==> src/rtl/alu_issue_ctrl.sv <==
// ---------------------------------------------------------------------------
// alu_issue_ctrl
//   Initiator side of the ALU operand/control interface. Takes one decoded
//   instruction (opcode, funct, two operands) per request handshake, maps it
//   to a 3-bit ALU control code and drives the ALU operand ports for the op
//   latency (MUL_LAT cycles for MUL, one cycle otherwise). It then captures
//   the ALU result and zero flag and returns them on a response handshake.
//   Only one request is in flight at a time.
//
//   Handshakes: a transfer happens on a rising edge where valid and ready
//   are both high. in_ready is high only in IDLE. out_valid is high only in
//   DONE, and out_* stay stable until the response is taken. The next
//   request cannot be accepted in the same cycle the response is taken.
//
// Ports
//   clk, rst                      clock, synchronous active-high reset
//   in_valid/in_ready             request handshake
//   opcode, funct, op_a, op_b     request payload
//   alu_scrA, alu_scrB, alu_ctrl  to the combinational ALU (zero when idle)
//   alu_result, alu_zero          from the ALU
//   out_valid/out_ready           response handshake
//   out_result, out_zero,
//   out_branch, out_illegal       response payload
//   dbg_state                     current FSM state (0 IDLE, 1 EXEC, 2 DONE)
// ---------------------------------------------------------------------------
module alu_issue_ctrl #(
    parameter int WIDTH   = 32,
    parameter int MUL_LAT = 4
) (
    input  logic             clk,
    input  logic             rst,
    input  logic             in_valid,
    output logic             in_ready,
    input  logic [5:0]       opcode,
    input  logic [5:0]       funct,
    input  logic [WIDTH-1:0] op_a,
    input  logic [WIDTH-1:0] op_b,
    output logic [WIDTH-1:0] alu_scrA,
    output logic [WIDTH-1:0] alu_scrB,
    output logic [2:0]       alu_ctrl,
    input  logic [WIDTH-1:0] alu_result,
    input  logic             alu_zero,
    output logic             out_valid,
    input  logic             out_ready,
    output logic [WIDTH-1:0] out_result,
    output logic             out_zero,
    output logic             out_branch,
    output logic             out_illegal,
    output logic [1:0]       dbg_state
);

    typedef enum logic [1:0] {
        S_IDLE = 2'd0,
        S_EXEC = 2'd1,
        S_DONE = 2'd2
    } state_t;

    localparam logic [2:0] LP_AND = 3'b000;
    localparam logic [2:0] LP_OR  = 3'b001;
    localparam logic [2:0] LP_ADD = 3'b010;
    localparam logic [2:0] LP_SUB = 3'b100;
    localparam logic [2:0] LP_MUL = 3'b101;
    localparam logic [2:0] LP_SLT = 3'b110;

    // MUL holds operands MUL_LAT cycles: count down from MUL_LAT-1 to 0.
    localparam logic [3:0] LP_MUL_CNT = 4'(MUL_LAT - 1);

    state_t             r_state;
    state_t             w_next_state;
    logic [3:0]         r_cnt;
    logic [WIDTH-1:0]   r_a;
    logic [WIDTH-1:0]   r_b;
    logic [2:0]         r_ctrl;
    logic               r_is_beq;
    logic [WIDTH-1:0]   r_out_result;
    logic               r_out_zero;
    logic               r_out_branch;
    logic               r_out_illegal;

    logic [2:0]         w_dec_ctrl;
    logic               w_dec_legal;
    logic               w_dec_is_beq;
    logic               w_dec_is_mul;
    logic               w_accept;
    logic               w_capture;
    logic               w_cnt_dec;

    // -----------------------------------------------------------------------
    // Instruction decode (funct only matters for R-type)
    // -----------------------------------------------------------------------
    always_comb begin
        w_dec_ctrl   = LP_AND;
        w_dec_legal  = 1'b1;
        w_dec_is_beq = 1'b0;
        w_dec_is_mul = 1'b0;
        case (opcode)
            6'b000000: begin
                case (funct)
                    6'b100000: w_dec_ctrl = LP_ADD;
                    6'b100010: w_dec_ctrl = LP_SUB;
                    6'b100100: w_dec_ctrl = LP_AND;
                    6'b100101: w_dec_ctrl = LP_OR;
                    6'b101010: w_dec_ctrl = LP_SLT;
                    6'b011000: begin
                        w_dec_ctrl   = LP_MUL;
                        w_dec_is_mul = 1'b1;
                    end
                    default:   w_dec_legal = 1'b0;
                endcase
            end
            6'b100011: w_dec_ctrl = LP_ADD;   // LW address add
            6'b101011: w_dec_ctrl = LP_ADD;   // SW address add
            6'b001000: w_dec_ctrl = LP_ADD;   // ADDI
            6'b001100: w_dec_ctrl = LP_AND;   // ANDI
            6'b001101: w_dec_ctrl = LP_OR;    // ORI
            6'b000100: begin                  // BEQ compares by subtraction
                w_dec_ctrl   = LP_SUB;
                w_dec_is_beq = 1'b1;
            end
            default:   w_dec_legal = 1'b0;
        endcase
    end

    // -----------------------------------------------------------------------
    // FSM state register
    // -----------------------------------------------------------------------
    always_ff @(posedge clk) begin
        if (rst) begin
            r_state <= S_IDLE;
        end else begin
            r_state <= w_next_state;
        end
    end

    // -----------------------------------------------------------------------
    // FSM next state and outputs
    // -----------------------------------------------------------------------
    always_comb begin
        w_next_state = r_state;
        in_ready     = 1'b0;
        out_valid    = 1'b0;
        alu_scrA     = '0;
        alu_scrB     = '0;
        alu_ctrl     = 3'b000;
        w_accept     = 1'b0;
        w_capture    = 1'b0;
        w_cnt_dec    = 1'b0;
        case (r_state)
            S_IDLE: begin
                in_ready = 1'b1;
                if (in_valid) begin
                    w_accept = 1'b1;
                    // Illegal ops skip EXEC so the ALU is never driven.
                    w_next_state = w_dec_legal ? S_EXEC : S_DONE;
                end
            end
            S_EXEC: begin
                alu_scrA = r_a;
                alu_scrB = r_b;
                alu_ctrl = r_ctrl;
                if (r_cnt == 4'd0) begin
                    w_capture    = 1'b1;
                    w_next_state = S_DONE;
                end else begin
                    w_cnt_dec = 1'b1;
                end
            end
            S_DONE: begin
                out_valid = 1'b1;
                if (out_ready) begin
                    w_next_state = S_IDLE;
                end
            end
            default: w_next_state = S_IDLE;
        endcase
    end

    // -----------------------------------------------------------------------
    // Request latch, latency counter and response registers
    // -----------------------------------------------------------------------
    always_ff @(posedge clk) begin
        if (rst) begin
            r_cnt         <= 4'd0;
            r_a           <= '0;
            r_b           <= '0;
            r_ctrl        <= 3'b000;
            r_is_beq      <= 1'b0;
            r_out_result  <= '0;
            r_out_zero    <= 1'b0;
            r_out_branch  <= 1'b0;
            r_out_illegal <= 1'b0;
        end else begin
            if (w_accept) begin
                r_a           <= op_a;
                r_b           <= op_b;
                r_ctrl        <= w_dec_ctrl;
                r_is_beq      <= w_dec_is_beq;
                r_cnt         <= w_dec_is_mul ? LP_MUL_CNT : 4'd0;
                // Clear the previous response; an illegal op reports only the flag.
                r_out_result  <= '0;
                r_out_zero    <= 1'b0;
                r_out_branch  <= 1'b0;
                r_out_illegal <= ~w_dec_legal;
            end else if (w_cnt_dec) begin
                r_cnt <= r_cnt - 4'd1;
            end
            if (w_capture) begin
                r_out_result  <= alu_result;
                r_out_zero    <= alu_zero;
                r_out_branch  <= r_is_beq & alu_zero;
                r_out_illegal <= 1'b0;
            end
        end
    end

    assign out_result  = r_out_result;
    assign out_zero    = r_out_zero;
    assign out_branch  = r_out_branch;
    assign out_illegal = r_out_illegal;
    assign dbg_state   = r_state;

endmodule

==> config.mk <==
export PLATFORM = sky130hd
export DESIGN_NAME = alu_issue_ctrl
export DESIGN_NICKNAME = d
export VERILOG_FILES = /design/src/rtl/alu_issue_ctrl.sv
export SDC_FILE = /design/constraint.sdc
export NUM_CORES = 1
export LEC_CHECK = 0
export ABC_AREA = 1
export CORE_MARGIN = 5
export CORE_UTILIZATION = 43
export DETAILED_ROUTE_END_ITERATION = 10
export GPL_TIMING_DRIVEN = 1
export PLACE_DENSITY = 0.85
export SLEW_MARGIN = 0
export SYNTH_ARGS = -nofsm -noshare
export SYNTH_HDL_FRONTEND = slang
export SYNTH_SLANG_ARGS = --single-unit
export TNS_END_PERCENT = 20
==> constraint.sdc <==
create_clock -name clk -period 4.05 [get_ports clk]
set_input_delay 0.81 -clock clk [delete_from_list [all_inputs] [get_ports clk]]
set_output_delay 0.81 -clock clk [all_outputs]
set_load 0.02 [all_outputs]
==> results of run 1 <==
==> cell usage in the layout (no fill, tap or decap), types with 2 or more instances in the layout <==
cell type        count
nand3_1             82
nand4_1              4
clkdlybuf4s50_1    218
nor3_1               2
nand2_1             81
and3_1               2
a21oi_1             42
inv_6                3
inv_2                4
o21ai_0             41
inv_1               80
clkbuf_8            11
nand2_2              2
dfxtp_1            109
buf_4                6
nor2_1              84
o21ai_1             30
==> flip-flops by register name (all words and copies together), names as in the netlist <==
register     count
dbg_state        2
out_branch       1
out_illegal      1
out_result      32
out_zero         1
r_a             32
r_b             32
r_cnt            4
r_ctrl           3
r_is_beq         1
==> kinds of logic after synthesis <==
logic type | Yosys count | share of synthesized area (%)
simple gates | 261 | 25.5
compound gates | 116 | 13.3
flops | 109 | 49.4
xor+xnor | 1 | 0.198
fa+ha+maj | 1 | 0.283
buf+inv | 122 | 11.4
==> worst max-delay path: cells and delay by family (launching register included) <==
kind	cells	cell delay [ns]
flops	1	0.39
buf+inv	3	1.14
simple gates	2	0.51
==> power breakdown <==
part,internal [mW],switching [mW]
Combinational,0.157,0.169
Sequential,1.13,0.0187
Clock,0.327,0.360
==> stage by stage <==
step | setup WS [ns] | cells
after global placement | 1.33 | 932
after floorplan | 1.95 | 610
after CTS | 0.815 | 948
after global routing | 0.618 | 948
after detailed placement | 1.21 | 932
final | 0.841 | 948
==> worst paths after layout <==
kind                     to  slack, ns  depth (start not counted)
max            alu_scrB[21]       0.84                          5
min          out_result[27]       0.47                          2
max reg2reg   out_result[7]       1.82                          7
min reg2reg  out_result[27]       0.47                          2
==> routing by layer <==
metal,up-vias,global-route usage [%]
met3,23,6.20
li1,2335,-
met4,0,6.33
met2,183,37.0
met5,-,0
met1,2094,24.4
==> layout make-up <==
class                           count  area, um^2
Sequential cell                   109        2180
Tap cell                          136         170
Clock buffer                       11         151
Inverter                           84         315
Multi-Input combinational cell    379        1730
Timing Repair Buffer              224        2230
Fill cell                         843        3340
Clock inverter                      5        63.8
==> metrics.txt, run 1 <==
maximum fanout encountered on the critical timing path=44; FMAX=between 300 and 400 MHz; Iter 0 DRT Violations=332; std cell rows=37; total power=2.16 mW; CTS Root Buffer Type=clkbuf_8; core area=0.0102 mm^2; CTS clock-pin slew for the worst setup and hold paths=0.11 ns; post-detail-place hpwl=between 10,000 and 15,000 um; Static Leakage=2.45 nW; die outline width=111 um; proportion of synthesized chip area in sequential cells=between 40% and 50%; top layer in use=met4; data required time of the critical path=~3.2 ns; H-tree levels=3; cell area after layout=0.00684 mm^2; Post-Synthesis Cell Area=0.00442 mm^2; Worst-Margin Slew=roughly 0.73 ns; post-synthesis sequential element count=approximately 110; clock tree from TritonCTS=built; Top FF cell, synth=dfxtp_1; Post-Route M1 WL=approximately 5600 um; count of cell types in the netlist=26; aggregate global-route resource usage=20.9%; met2 wirelength from detailed routing=approximately 6600 um; total of max-cap violations=0; effective utilization at floorplan=43.4%; summed negative setup slack over all endpoints=0 ns; later-pin clock latency in the skew report=0.35 ns; Crit Reg-Reg Startpoint=dbg_state[0]; I/O pins=219; area after detailed placement=0.00663 mm^2; worst min-delay path category=reg2reg; outcome=finished clean; Final min period=3.21 ns; period utilisation layout=79.2%; number of antenna violations at the first check in global routing=0; layout overhead on the synthesized area=54.9%; fraction of post-synthesis cell area in the top cell type by area=roughly half; Power Dens Cells=315 mW/mm^2; number of sinks driven by the clock tree=109; first-pass GRT wire length=about 22,000 um; cells traversed along the worst timing path=inv_1 -> nand2_2 -> buf_4 -> nor2_1 -> clkdlybuf4s50_1; overall die height=~110 um; Congestion Overflow GR=0; Cells after Synth=610; routed via count=around 4,600; ranking of synthesized cells by instance count=109 x dfxtp_1, 84 x nor2_1, 82 x nand3_1, 81 x nand2_1, 80 x inv_1; Resized Gates After CTS=0; Synthesized Nets=approximately 720; largest cells by area after synthesis=dfxtp_1 49%, nand3_1 9.3%, nor2_1 7.1%; number of search-and-repair iterations in the first detailed-routing pass=5; mean instance size in the synthesized netlist=between 7 and 8 um^2; highest-delay cell along the critical path=clkdlybuf4s50_1; final worst hold slack=0.468 ns; count of flip-flops with a built-in enable after synthesis=0; routability congestion estimate from global placement=0.812; Setup crit start kind=flip-flop; antenna-violating nets left=0; number of I/O port buffers=218; CTS max path bufs=2; via count of the first global-routing pass=roughly 4,700; Final Max Tran Viols=0; setup violation total in the final timing report=0; detailed-routed wire length on met3=between 900 and 1000 um; CTS Buf Count=9; Worst Hold Launch=out_result[27]; Die Area=0.0124 mm^2; WL/cell=14.0 um; fraction of layout instances using a drive strength above 1=under 10%; diodes inserted=0; worst-case vdd ir drop=0.157 mV; critical path endpoint category=primary output; largest area contributor in the netlist=dfxtp_1; via count normalized by instance count=between 4 and 5; unrepaired setup endpoints after global routing=no; # hold bufs at CTS=0; remaining routing DRC violations=0; pin count of the biggest net entering global routing=71; total wire length=between 10,000 and 15,000 um; Final Hold Violating Endpoints=0; Clock Skew=between 0.01 and 0.015 ns; Rel. slew slack=51.1%; delay contributed by the slowest stage of the critical path=roughly 0.57 ns; Nets=921; share of synthesized registers carrying an async set or reset=0%; warnings from Yosys=0; start point of the critical path=dbg_state[1]; cell with the most instances after synthesis=dfxtp_1; kind of critical path=reg2out; arrival time reported for the critical path endpoint=2.40 ns; fin util=roughly 67%; post-CTS repair timing setup buffer count=0
Note: power is estimated with default switching activity, not from simulation.
==> inputs of run 2 (changes only) <==
--- a/config.mk
+++ b/config.mk
@@ -7,10 +7,10 @@
 export LEC_CHECK = 0
 export ABC_AREA = 1
 export CORE_MARGIN = 5
-export CORE_UTILIZATION = 43
+export CORE_UTILIZATION = 40
 export DETAILED_ROUTE_END_ITERATION = 10
 export GPL_TIMING_DRIVEN = 1
-export PLACE_DENSITY = 0.85
+export PLACE_DENSITY = 0.8
 export SLEW_MARGIN = 0
 export SYNTH_ARGS = -nofsm -noshare
 export SYNTH_HDL_FRONTEND = slang
==> constraint.sdc (replaced) <==
create_clock -name clk -period 3.2 [get_ports clk]
set_input_delay 0.64 -clock clk [delete_from_list [all_inputs] [get_ports clk]]
set_output_delay 0.64 -clock clk [all_outputs]
set_load 0.02 [all_outputs]
==> metrics.txt, run 2 (same netlist as run 1, synthesis figures left out) <==
aggregate global-route resource usage=20.0% (-0.91 points); Register-to-Register Setup Slack=1.02 ns (-0.80 ns); layout overhead on the synthesized area=54.9% (about the same); effective utilization at floorplan=40.7% (-2.6 points); Congestion Overflow GR=0 (unchanged); Crit Reg-Reg Startpoint=dbg_state[1]; Rel. slew slack=56.6% (+5.6 points); summed negative setup slack over all endpoints=0 ns (unchanged); Setup crit start kind=flip-flop; total wire length=13,600 um (+2.5%); # hold bufs at CTS=0 (unchanged); worst path buffer plus inverter count=2 (-1); data required time of the critical path=2.56 ns (-0.68 ns); die outline width=115 um (+3.3%); via count of the first global-routing pass=4,626 (-2.4%); kind of critical path=reg2out; Power Dens Cells=388 mW/mm^2 (+23%); Hold Path Sink=out_result[31]; highest-delay cell along the critical path=clkdlybuf4s50_1; Worst Hold Launch=out_result[31]; I/O pins=219 (unchanged); Final Hold Violating Endpoints=0 (unchanged); Nets=923 (+0.22%); CTS Buf Count=9 (unchanged); crit-path leading delay family=buffers and inverters; critical path endpoint category=primary output; number of sinks driven by the clock tree=109 (unchanged); post-CTS repair timing setup buffer count=0 (unchanged); diodes inserted=0 (unchanged); number of antenna violations at the first check in global routing=0 (unchanged); post-detail-place hpwl=10,300 um (+2.8%); pin count of the biggest net entering global routing=68 (-4.2%); Clock Skew=0.00807 ns (-0.00341 ns); antenna-violating nets left=0 (unchanged); Final Max Tran Viols=0 (unchanged); H-tree levels=3 (unchanged); cells traversed along the worst timing path=nand2_2 -> buf_4 -> nor2_1 -> clkdlybuf4s50_1; via count normalized by instance count=4.88 (-0.29%); Iter 0 DRT Violations=358 (+7.8%); CTS max path bufs=2 (unchanged); Worst-Margin Slew=0.651 ns (-0.0816 ns); fraction of layout instances using a drive strength above 1=3.57% (-0.25 points); total of max-cap violations=0 (unchanged); endpoint of the lowest-slack register-to-register path=out_result[26]; Static Leakage=2.45 nW (about the same); worst-case vdd ir drop=0.217 mV (+39%); number of I/O port buffers=218 (unchanged); worst min-delay path category=reg2reg; std cell rows=38 (+2.7%); CTS Root Buffer Type=clkbuf_8; count of cells along the worst register-to-register path=10 (+3); Layout fillers=937 (+11%); remaining routing DRC violations=0 (unchanged); routability congestion estimate from global placement=0.867 (+6.8%); outcome=finished clean; routed via count=4,641 (+0.13%); CTS clock-pin slew for the worst setup and hold paths=0.09 ns (-0.02 ns); first-pass GRT wire length=21,400 um (-2.0%); setup violation total in the final timing report=0 (unchanged); maximum fanout encountered on the critical timing path=36 (-18%); number of standard cells in the final layout excluding fillers=952 (+0.42%); delay contributed by the slowest stage of the critical path=0.64 ns (+0.07 ns); WL/cell=14.3 um (+2.1%); number of search-and-repair iterations in the first detailed-routing pass=4 (-1); core area=0.0108 mm^2 (+6.4%); FMAX=about 380 MHz; Die Area=0.0132 mm^2 (+6.8%); arrival time reported for the critical path endpoint=1.98 ns (-0.42 ns); Final min period=2.62 ns; critical path depth in cells=4 (-1); Resized Gates After CTS=0 (unchanged); period utilisation layout=81.8%; most common cell after layout, fill and taps aside=clkdlybuf4s50_1; number of cells in the design after placement=938 (+0.64%); Worst Hold Path Cells=2 (unchanged); commonest cells after routing, fill and taps aside=218 x clkdlybuf4s50_1, 109 x dfxtp_1, 84 x nor2_1, 82 x nand3_1, 81 x nand2_1; clock tree from TritonCTS=built; unrepaired setup endpoints after global routing=no; overall die height=115 um (+3.3%); later-pin clock latency in the skew report=0.36 ns (about the same)
## run 2: how the worst max path moves through the flow
stage	start	endpoint	slack (ns)
2_1_floorplan	dbg_state[0]	alu_scrA[10]	1.27
3_3_place_gp	in_valid	r_cnt[1]	0.90
3_5_place_dp	in_valid	r_a[17]	0.90
4_1_cts	dbg_state[0]	alu_scrA[14]	0.56
5_1_grt	dbg_state[1]	alu_scrA[14]	0.43
6_report	dbg_state[0]	alu_scrA[14]	0.58
## run 2: final cells by class
| class | instances | area (um^2) | area share (%) |
|---|---|---|---|
| clock inverter | 2 | 35.0 | 0.512 |
| tap | 140 | 175 | 2.56 |
| sequential | 109 | 2180 | 31.9 |
| inverter | 84 | 315 | 4.61 |
| timing repair buffer | 226 | 2250 | 33.0 |
| multi-input combinational | 379 | 1730 | 25.3 |
| clock buffer | 12 | 145 | 2.12 |
## run 2: tightest hold or removal path: cells and delay by family, from the launching register on
family | cells | cell delay, ns
simple gates | 1 | 0.06
flops | 1 | 0.32
compound gates | 1 | 0.05
## run 2: metrics by stage
step	utilization (%)	total power [mW]	hold WS (ns)	cell area (um^2)	worst slack (ns)
after floorplan	-	1.68	0.438	4420	1.27
after global placement	61.4	1.88	0.448	6660	0.901
after detailed placement	61.4	1.90	0.453	6660	0.902
after CTS	63.1	2.69	0.467	6840	0.558
after global routing	63.1	2.79	0.480	6840	0.431
final	63.1	2.66	0.464	6840	0.581
## run 2: power by group
| part | internal (mW) | total, mW | switching (mW) |
|---|---|---|---|
| logic | 0.202 | 0.416 | 0.214 |
| registers | 1.43 | 1.45 | 0.0231 |
| clock network | 0.375 | 0.791 | 0.416 |
## run 2: layer usage
metal / part of all wire, % / vias to the layer above / track usage [%] / wire [um]
met5: 0 / - / 0 / 0
met4: 2.1 / 0 / 7.90 / 288
met3: 6.5 / 24 / 4.79 / 885
met2: 50 / 169 / 34.8 / 6750
met1: 42 / 2115 / 23.6 / 5700
li1: - / 2333 / - / -
==> inputs of run 3 (changes only) <==
--- a/config.mk
+++ b/config.mk
@@ -7,10 +7,10 @@
 export LEC_CHECK = 0
 export ABC_AREA = 1
 export CORE_MARGIN = 5
-export CORE_UTILIZATION = 40
+export CORE_UTILIZATION = 36
 export DETAILED_ROUTE_END_ITERATION = 10
 export GPL_TIMING_DRIVEN = 1
-export PLACE_DENSITY = 0.8
+export PLACE_DENSITY = 0.76
 export SLEW_MARGIN = 0
 export SYNTH_ARGS = -nofsm -noshare
 export SYNTH_HDL_FRONTEND = slang
==> constraint.sdc (replaced) <==
create_clock -name clk -period 2.4 [get_ports clk]
set_input_delay 0.48 -clock clk [delete_from_list [all_inputs] [get_ports clk]]
set_output_delay 0.48 -clock clk [all_outputs]
set_load 0.02 [all_outputs]
==> metrics.txt, run 3 (same netlist as run 1, synthesis figures left out) <==
part of the total power dissipated in combinational logic=14.8% (-0.9 points); CTS Buf Count=9 (unchanged); FMAX=about 430 MHz; clock tree from TritonCTS=built; Post-Route M1 WL=5990 um (+5.0%); H-tree levels=3 (unchanged); fin util=59.3% (-3.8 points); setup violation total in the final timing report=0 (unchanged); cells traversed along the worst timing path=inv_1 -> nand2_2 -> buf_12 -> nor2_1 -> clkdlybuf4s50_1; effective utilization at floorplan=36.8% (-4.0 points); layout overhead on the synthesized area=61.2%; outcome=finished clean; Net Switching=0.964 mW (+48%); Crit Reg-Reg Startpoint=dbg_state[1]; top layer in use=met5; worst setup path end=alu_scrA[17]; total wire length=13,500 um (-0.70%); start point of the critical path=dbg_state[1]; maximum fanout encountered on the critical timing path=68 (+89%); worst min-delay path category=reg2reg; Static Leakage=3.26 nW (+33%); Power Dens Cells=550 mW/mm^2 (+42%); Clock Skew=0.00437 ns (-0.00370 ns); overall die height=121 um (+4.9%); fraction of layout instances using a drive strength above 1=4.16% (+0.59 points); share of total power consumed by net switching=24.6% (about the same); post-CTS repair timing setup buffer count=0 (unchanged); detailed-routed wire length on met3=1110 um (+25%); routability congestion estimate from global placement=0.814 (-6.1%); delay contributed by the slowest stage of the critical path=0.63 ns (about the same); most common cell after layout, fill and taps aside=clkdlybuf4s50_1; endpoint of the lowest-slack register-to-register path=out_result[8]; summed negative setup slack over all endpoints=0 ns (unchanged); critical path endpoint category=primary output; Register-to-Register Setup Slack=0.85 ns (-0.17 ns); number of antenna violations at the first check in global routing=1 (+1); final worst hold slack=0.460 ns (-0.00449 ns); total internal power=2.96 mW (+48%); Worst-Margin Slew=0.486 ns (-0.165 ns); Nets=926 (+0.33%); antenna-violating nets left=0 (unchanged); highest-delay cell along the critical path=clkdlybuf4s50_1; Iter 0 DRT Violations=275 (-23%); worst-case vdd ir drop=0.269 mV (+24%); remaining routing DRC violations=0 (unchanged); Die Area=0.0146 mm^2 (+10%); Final Hold Violating Endpoints=0 (unchanged); met2 wirelength from detailed routing=6130 um (-9.2%); core area=0.0120 mm^2 (+11%); data required time of the critical path=1.92 ns (-0.64 ns); WL/cell=14.0 um (-1.9%); post-detail-place hpwl=9780 um (-4.9%); diodes inserted=0 (unchanged); aggregate global-route resource usage=18.3% (-1.7 points); total of max-cap violations=0 (unchanged); count of cells along the worst register-to-register path=7 (-3); I/O pins=219 (unchanged); period utilisation layout=97.2%; crit-path leading delay family=buffers and inverters; routed via count=4,621 (-0.43%); fraction of power consumed by sequential logic=49.3% (-5.3 points); worst path buffer plus inverter count=3 (+1); std cell rows=40 (+5.3%); die outline width=121 um (+4.9%); number of I/O port buffers=218 (unchanged); commonest cells after routing, fill and taps aside=179 x clkdlybuf4s50_1, 108 x dfxtp_1, 84 x nor2_1, 82 x nand3_1, 81 x nand2_1; Clk pwr share=35.9% (+6.1 points); number of sinks driven by the clock tree=109 (unchanged); Setup crit start kind=flip-flop; CTS max path bufs=2 (unchanged); first-pass GRT wire length=21,800 um (+1.9%); number of search-and-repair iterations in the first detailed-routing pass=4 (unchanged); critical path depth in cells=5 (+1); later-pin clock latency in the skew report=0.34 ns (-0.02 ns); Final Max Tran Viols=0 (unchanged); Final min period=2.33 ns; Congestion Overflow GR=0 (unchanged); CTS clock-pin slew for the worst setup and hold paths=0.07 ns (-0.02 ns); Rel. slew slack=67.6% (+11 points); kind of critical path=reg2out; arrival time reported for the critical path endpoint=1.85 ns (-0.13 ns); via count normalized by instance count=4.79 (-1.7%); CTS Root Buffer Type=clkbuf_16; pin count of the biggest net entering global routing=69 (+1.5%); via count of the first global-routing pass=4,454 (-3.7%)
run 3: stage by stage:
step / std cells / setup slack (ns) / area [um^2] / total power, mW
3_5_place_dp: 948 / 0.397 / 6740 / 2.55
5_1_grt: 964 / -0.0113 / 7120 / 4.11
6_report: 964 / 0.0663 / 7120 / 3.92
2_1_floorplan: 610 / 0.629 / 4420 / 2.24
3_3_place_gp: 948 / 0.432 / 6740 / 2.55
4_1_cts: 964 / 0.00718 / 7020 / 3.97
run 3: timing repair:
action                                  CTS  global route
hold buffers                              0             0
endpoints found under the setup margin    0            60
gates resized for setup                   0            40
run 3: power groups by stage:
| stage | clock network (mW) | registers (mW) | logic [mW] |
|---|---|---|---|
| final | 1.41 | 1.93 | 0.579 |
| after global routing | 1.52 | 1.94 | 0.646 |
| after CTS | 1.45 | 1.93 | 0.585 |
| after detailed placement | 0 | 1.97 | 0.582 |
| after global placement | 0 | 1.97 | 0.579 |
| after floorplan | 0 | 1.97 | 0.270 |
run 3: per-layer routing:
| metal | GRT usage [%] | up-vias |
|---|---|---|
| li1 | - | 2348 |
| met1 | 23.7 | 2086 |
| met2 | 29.0 | 160 |
| met3 | 5.33 | 25 |
| met4 | 6.23 | 2 |
| met5 | 0 | - |
run 3: worst min-delay path by stage:
stage | cells past startpoint | slack (ns) | start | end
2_1_floorplan | 2 | 0.44 | r_a[10] | r_a[10]
3_3_place_gp | 2 | 0.45 | out_result[13] | out_result[13]
3_5_place_dp | 2 | 0.45 | out_branch | out_branch
4_1_cts | 2 | 0.46 | out_branch | out_branch
5_1_grt | 2 | 0.48 | r_b[0] | r_b[0]
6_report | 2 | 0.46 | out_result[23] | out_result[23]
run 3: area by class of cell:
type | instances | area, um^2
clock inverters | 2 | 17.5
clock buffers | 14 | 264
inverters | 84 | 315
flip-flops and latches | 109 | 2180
well taps | 147 | 184
multi-input cells | 379 | 1730
repair buffers | 229 | 2420
fillers | 1068 | 4890
run 3: worst reg2reg max path: stages (launching register included):
cell and delay [ns]:
dfxtp_1 0.34, inv_1 0.10, nand2_2 0.07, buf_12 0.18, nor2_4 0.15, buf_4 0.34, nand2_1 0.14, a21oi_1 0.16
